$ cat config.mk
export PLATFORM = sky130hd
export DESIGN_NAME = ram_xfer
export DESIGN_NICKNAME = d
export VERILOG_FILES = /design/src/rtl/ram_xfer.sv
export SDC_FILE = /design/constraint.sdc
export NUM_CORES = 1
export LEC_CHECK = 0
export BUFFER_PORTS_ARGS = -buffer_cell sky130_fd_sc_hd__buf_2
export CAP_MARGIN = 20
export CORE_AREA = 2 2 210 109
export CTS_BUF_LIST = sky130_fd_sc_hd__clkbuf_2
export DETAILED_ROUTE_END_ITERATION = 10
export DIE_AREA = 0 0 212 111
export GPL_ROUTABILITY_DRIVEN = 0
export PLACE_DENSITY = 0.67
export SYNTH_ARGS = -nofsm -noshare
export SYNTH_HDL_FRONTEND = slang
export SYNTH_SLANG_ARGS = --single-unit
$ cat constraint.sdc
create_clock -name CLK -period 2.4 [get_ports CLK]
set_input_delay 0.24 -clock CLK [delete_from_list [all_inputs] [get_ports CLK]]
set_output_delay 0.24 -clock CLK [all_outputs]
set_load 0.01 [all_outputs]
$ cat src/rtl/ram_xfer.sv
// ram_xfer: block read/write sequencer that drives one client block request onto the cpu_ram_if RAM port.
// Optional per-word abort timer is built in when RAM_XFER_TIMEOUT_EN is defined.

typedef enum logic [1:0] {
    FREE   = 2'b00,
    BUSY   = 2'b01,
    ACCESS = 2'b10,
    ERROR  = 2'b11
} ramstate_t;

module ram_xfer #(
    parameter int WORDS   = 2,
    parameter int TIMEOUT = 15
) (
    input  logic                  CLK,
    input  logic                  nRST,
    input  logic                  req_valid,
    output logic                  req_ready,
    input  logic                  req_write,
    input  logic [31:0]           req_addr,
    input  logic [WORDS*32-1:0]   req_wdata,
    output logic                  resp_valid,
    input  logic                  resp_ready,
    output logic                  resp_error,
    output logic [WORDS*32-1:0]   resp_rdata,
    output logic [31:0]           ramaddr,
    output logic [31:0]           ramstore,
    output logic                  ramREN,
    output logic                  ramWEN,
    input  logic [31:0]           ramload,
    input  ramstate_t             ramstate
);
    localparam int IW = (WORDS > 1) ? $clog2(WORDS) : 1;

    if (WORDS < 1 || WORDS > 16 || TIMEOUT < 1) begin : g_bad_param
        $error("ram_xfer: WORDS must be 1..16 and TIMEOUT at least 1");
    end

    typedef enum logic [1:0] {
        IDLE = 2'b00,
        XFER = 2'b01,
        RESP = 2'b10
    } state_t;

    state_t                state, state_n;
    logic                  write_r;
    logic [31:0]           base_r;
    logic [WORDS*32-1:0]   wdata_r;
    logic [WORDS*32-1:0]   rdata_r;
    logic                  err_r;
    logic [IW-1:0]         idx_r;

    logic                  accept;
    logic                  capture;
    logic                  advance;
    logic                  set_err;
    logic                  last_word;
    logic                  expired;
    logic [31:0]           word_addr;

    assign last_word = (idx_r == IW'(WORDS - 1));
    assign word_addr = base_r + {{(30 - IW){1'b0}}, idx_r, 2'b00};

`ifdef RAM_XFER_TIMEOUT_EN
    localparam int TW = $clog2(TIMEOUT + 1);
    logic [TW-1:0] tcnt_r;

    // Counts cycles spent on the current word; any state other than XFER or a word advance restarts it.
    always_ff @(posedge CLK) begin
        if (!nRST || state != XFER || advance) begin
            tcnt_r <= '0;
        end else begin
            tcnt_r <= tcnt_r + 1'b1;
        end
    end

    assign expired = (tcnt_r == TW'(TIMEOUT - 1));
`else
    assign expired = 1'b0;
`endif

    always_ff @(posedge CLK) begin
        if (!nRST) begin
            state <= IDLE;
        end else begin
            state <= state_n;
        end
    end

    always_comb begin
        state_n = state;
        accept  = 1'b0;
        capture = 1'b0;
        advance = 1'b0;
        set_err = 1'b0;
        case (state)
            IDLE: begin
                if (req_valid) begin
                    accept  = 1'b1;
                    state_n = XFER;
                end
            end
            XFER: begin
                if (ramstate == ACCESS) begin
                    capture = !write_r;
                    if (last_word) begin
                        state_n = RESP;
                    end else begin
                        advance = 1'b1;
                    end
                end else if (ramstate == ERROR || expired) begin
                    set_err = 1'b1;
                    state_n = RESP;
                end
            end
            RESP: begin
                if (resp_ready) begin
                    state_n = IDLE;
                end
            end
            default: state_n = IDLE;
        endcase
    end

    // Request latch, word index and gathered read data.
    always_ff @(posedge CLK) begin
        if (!nRST) begin
            write_r <= 1'b0;
            base_r  <= '0;
            wdata_r <= '0;
            rdata_r <= '0;
            err_r   <= 1'b0;
            idx_r   <= '0;
        end else begin
            if (accept) begin
                write_r <= req_write;
                base_r  <= req_addr & ~32'h3;
                wdata_r <= req_wdata;
                rdata_r <= '0;
                err_r   <= 1'b0;
                idx_r   <= '0;
            end
            if (capture) begin
                rdata_r[32*int'(idx_r) +: 32] <= ramload;
            end
            if (advance) begin
                idx_r <= idx_r + 1'b1;
            end
            if (set_err) begin
                err_r <= 1'b1;
            end
        end
    end

    // Everything below decodes registered state only, so the RAM side never sees a request or ramstate path.
    assign req_ready  = (state == IDLE);
    assign resp_valid = (state == RESP);
    assign resp_error = err_r;
    assign resp_rdata = rdata_r;
    assign ramREN     = (state == XFER) && !write_r;
    assign ramWEN     = (state == XFER) && write_r;
    assign ramaddr    = (state == XFER) ? word_addr : '0;
    assign ramstore   = (state == XFER) ? wdata_r[32*int'(idx_r) +: 32] : '0;

endmodule
### Word-level counts from Yosys, hierarchy flattened

Index checks and enable logic that the tools add are counted.

* bits in writable memories: 0
* logic and storage cells: 53
* latch bits: 0
* ROM bits: 0
* register bits: 163
* memories: 0
* input port bits: 135

* reductions and logical operators: 7
* multiply operators: 0
* mux-type cells: 25
* add/sub/neg operators: 3
* $lt $le $gt $ge: 0
* bitwise gates (word level): 0
* divide/modulo/power cells: 0
* shift-type cells: 3
* eq/ne operators: 8

Operators with widths (number)
* two-way mux 64 bit: 3
* bitwise mux 64 bit: 1
* two-way mux 32 bit: 2
* variable shift 32 x 33 -> 64 bit (first input constant): 1
* variable part select 32 x 33 -> 64 bit: 1
* variable part select 64 x 7 -> 32 bit: 1
* negator 6 -> 33 bit: 1
* adder 32 x 3 -> 32 bit: 1
* two-way mux 1 bit: 13
* two-way mux 2 bit: 5
* equality test 2 bit (second input constant): 3
* inequality test 3 bit (second input constant): 2
* case mux 2 bit (3 select lines): 1
* AND reduction 4 bit: 1
* nonzero test 2 bit: 2
* equality test 2 x 1 -> 1 bit (second input constant): 1
* logical AND 1 bit: 2
* logical NOT 2 bit: 1
* inequality test 2 x 1 -> 1 bit (second input constant): 1
* inequality test 2 bit (second input constant): 1
* adder 1 bit (second input constant): 1
* logical NOT 1 bit: 1

### Longest topological paths before layout

* depth after elaboration: 6
* mapped depth: 7

### Worst setup path after synthesis

No wires, ideal clock.

* path type: register to output
* start point: register idx_r
* end point: output port ramaddr[28]
* stages on the path, launching flop included: 7
* buffers on the path: 2
* required time: 2160 ps
* arrival: 1779 ps
* path slack: 381 ps
* cells stage by stage: dfxtp_1 ha_1 clkbuf_1 nand4_1 buf_2 or4_1 a21oi_1

* word-level cells in the longest chain between the ends: 2

RTL lines
* from (decl): RTL line 51 `logic [IW-1:0] idx_r;`
* from (signal assigned): RTL line 147 `idx_r <= idx_r + 1'b1;`
* adder 32 x 3 -> 32 bit: RTL line 62 `assign word_addr = base_r + {{(30 - IW){1'b0}}, idx_r, 2'b00};`
* two-way mux 32 bit: RTL line 162 `assign ramaddr = (state == XFER) ? word_addr : '0;`
* to (decl): RTL line 26 `output logic [31:0] ramaddr,`

Every way passes these cells.

### Worst setup path in the final report

* start point: register base_r[18]
* end point: output port ramaddr[31]

* word-level cells in the longest chain between the ends: 2

RTL lines
* from (decl): RTL line 47 `logic [31:0] base_r;`
* from (signal assigned): RTL line 137 `base_r <= req_addr & ~32'h3;`
* adder 32 x 3 -> 32 bit: RTL line 62
* two-way mux 32 bit: RTL line 162

Every way passes these cells.

==> summary.md <==
| Metric | Value |
|---|---|
| Status | `finished, violations left` |
| Violated checks | `setup timing` |
| Die Wd | `roughly 210 µm` |
| Placed insts | `~1.5k` |
| Post-route clock period utilization | `119.7%` |
| Crit path to | `ramaddr[31]` |
| Crit Path Category | `reg -> out` |
| DRC violations left | `0` |
| Die Y | `111 µm` |
| Die area | `23530 µm²` |
| Worst min path class | `in -> reg` |
| Worst flop-to-flop path endpoint | `wdata_r[31]` |
| CP bufs+invs | `3` |
| Layout area overhead | `57.46%` |
| Total gr overflow | `0` |
| Number of synthesized flops with an enable pin | `0` |
| Critical path startpoint | `base_r[18]` |
| Clock Skew | `44.99 ps` |
| Syn avg cell area | `7.918 µm²` |
| Most frequent cell after synthesis | `nand2_1` |
| Wire per inst | `16.40 µm` |
| WP data required | `2160 ps` |
| Post-route setup TNS | `-7041 ps` |
| Largest net degree at the start of global routing | `73` |
| IO Port Bufs | `about 260` |
| Final nets | `between 1.5k and 2k` |
| RSZ-0062 raised after global routing | `true` |
| Total power | `5.606 mW` |
| Initial DRC count | `609` |
| Worst path cell trace | `buf_4 -> nand3_4 -> or3_2 -> buf_4 -> o31ai_1 -> a21oi_1 -> buf_2` |
| Period minus WS final | `2873 ps` |
| FF-to-FF setup slack | `around 120 ps` |
| Rows | `39` |
| Layout cell share with drive strength beyond 1 | `30.08%` |
| Via Count | `8365` |
| Num CTS Buffers | `17` |
| Initial antenna violation count | `2` |
| Post-DP HPWL | `15920 µm` |
| Crit path max-delay family | `simple AND/OR/NAND/NOR gates` |
| Yosys top cell area share | `43.94%` |
| Max Freq | `between 0.3 and 0.4 GHz` |
| First-pass GRT wire length | `42500 µm` |
| # IOs | `268` |
| Post-synthesis register bit count | `163` |
| Worst path max stage delay | `520 ps` |
| RR Startpoint | `state[1]` |
| Final Non-Filler Cells | `1692` |
| Vias in the first global route | `~8.3k` |
| Clock Sinks | `163` |
| Worst slew pin tran | `between 500 and 600 ps` |
| Vias per cell | `4.944` |
| Final Hold Vio Count | `0` |
| Crit-path slowest cell | `or3_2` |
| Clock latency on the worst-skew pair | `810 ps` |
| IR drop worst, VDD | `0.0003396 V` |
| Fin Hold WS | `207.7 ps` |
| Critical Path Source Type | `flop` |
| Critical Path Sink Type | `output port` |
| Mapped Cells | `938` |
| Ys flop type | `dfxtp_1` |
| Final number of setup-violating endpoints | `23` |
| Slew Limit Fails | `0` |
| Synth warn | `0` |
| Pwr Density | `479.3 nW/µm²` |
| Worst Path Arrival | `2630 ps` |
| Netlist cell types | `37` |
| Area of the multi-input gates | `4094 µm²` |
| Final ANT Viol Nets | `0` |
| Most numerous cell on the critical path | `buf_4` |
| Area contributors post-synth | `dfxtp_1 44%, a21boi_0 15%, nand2_1 14%` |
| TritonCTS clock tree | `yes` |
| Ys async rst share | `0%` |
| CTS max path bufs | `2` |
| Post-Syn Area | `7427 µm²` |
| Max-slew headroom | `62.52%` |
| MaxCap Viol Count | `0` |
| Gr usage total | `between 20% and 30%` |
| Routed WL | `~28000 µm` |
| Depth of the most critical reg-to-reg path | `6` |
| Clock transition at path regs | `250 ps` |
| PnR worst setup slack | `-472.6 ps` |
| H-tree depth | `4` |
| Register area | `3312 µm²` |
| Drt first pass iters | `5` |
| Top cells by count, synth | `273 x nand2_1, 163 x dfxtp_1, 150 x a21boi_0` |
| Area leader, netlist | `dfxtp_1` |
| Share of the yosys chip area belonging to registers | `43.94%` |
| Initial Utilization | `33.75%` |
| Crit path max fanout | `4` |
| Worst path depth | `7` |
| Place WS | `approximately 140 ps` |
| Layout fillers | `1976` |
| Root Driver | `clkbuf_2` |
| LEAKAGE | `4.867 nW` |
| Core Area | `22010 µm²` |
## sequential cells by signal, indices dropped and copies added, names as in the netlist
signal and count:
base_r 30, resp_error 1, wdata_r 64, write_r 1, idx_r 1, resp_rdata 64
state 2
## how the worst min path moves through the flow
stage | from | depth (start not counted) | endpoint | slack, ps
after floorplan | ramload[10] | 2 | resp_rdata[10] | 370
after global placement | wdata_r[18] | 2 | wdata_r[18] | 450
after detailed placement | wdata_r[53] | 2 | wdata_r[53] | 460
after CTS | req_wdata[10] | 4 | wdata_r[10] | 90
after global routing | req_wdata[7] | 4 | wdata_r[7] | 150
final | ramload[11] | 4 | resp_rdata[11] | 210
## cell usage in the layout, fill, tap and decap left out, drive strengths merged, types with 2 or more instances in the layout
master | Yosys | layout
clkinvlp | 0 | 2
or3 | 4 | 5
bufinv | 0 | 2
conb | 1 | 2
mux2i | 35 | 35
nand2 | 273 | 273
o31ai | 9 | 9
or4 | 9 | 9
nand3 | 75 | 75
and4 | 5 | 5
and2 | 4 | 4
clkbuf | 61 | 22
inv | 4 | 5
o21ai | 5 | 5
buf | 18 | 316
dfxtp | 163 | 163
nand2b | 5 | 5
dlygate4sd3 | 0 | 172
clkinv | 0 | 6
nor2 | 47 | 47
a21boi | 159 | 159
nor3 | 2 | 2
and3 | 5 | 5
xor2 | 9 | 9
nor2b | 5 | 5
xnor2 | 2 | 2
nand4 | 11 | 11
a21oi | 15 | 15
diode | 0 | 2
ha | 2 | 2
nor4 | 4 | 4
## kinds of logic after synthesis
group | count (synthesis) | synth area share [%]
flops | 163 | 43.94
compound gates | 192 | 18.78
xor+xnor | 11 | 1.297
fa+ha+maj | 2 | 0.3369
other cells | 1 | 0.05049
buf+inv | 83 | 4.397
mux | 35 | 4.717
simple gates | 451 | 26.48
## stage by stage
| step | cell area, µm² | utilization (%) |
|---|---|---|
| floorplan | 7431 | - |
| global placement | 9105 | 41.37 |
| detailed placement | 9105 | 41.37 |
| CTS | 11420 | 51.91 |
| global route | 11700 | 53.14 |
| finish | 11700 | 53.14 |
## worst min-delay path, stage by stage
cell and delay [ps]:
dlygate4sd3_1 530, buf_2 130, nand2_1 50, a21boi_1 50
## per-layer routing
layer	track usage, %	vias to the layer above	share of wire (%)
met1	29.94	3978	45
met5	0	-	0
li1	-	4024	-
met2	35.83	317	45
met3	5.977	46	7.1
met4	8.685	0	2.1
## power breakdown
| group | leakage [nW] | internal, mW | switching, mW |
|---|---|---|---|
| Sequential | 1.34 | 2.85 | 0.104 |
| Clock | 0.129 | 0.465 | 0.998 |
| Combinational | 3.40 | 0.576 | 0.611 |
## area by class of cell
type / count / area share [%]
Multi-Input combinational cell: 694 / 35.01
Timing Repair Buffer: 492 / 31.43
Sequential cell: 163 / 28.32
Tap cell: 307 / 3.284
Clock inverter: 11 / 0.9736
Clock buffer: 19 / 0.8131
Inverter: 4 / 0.1284
Antenna cell: 2 / 0.04279
## repair_timing
action | 4_1_cts | 5_1_grt
endpoints found under the setup margin | 58 | 46
hold endpoints to repair | 163 | 0
pin swaps | 17 | 21
resized for setup | 61 | 45
gates cloned | 4 | 2
setup buffers | 20 | 11
hold buffers | 172 | 0
(Power assumes the default switching activity.)
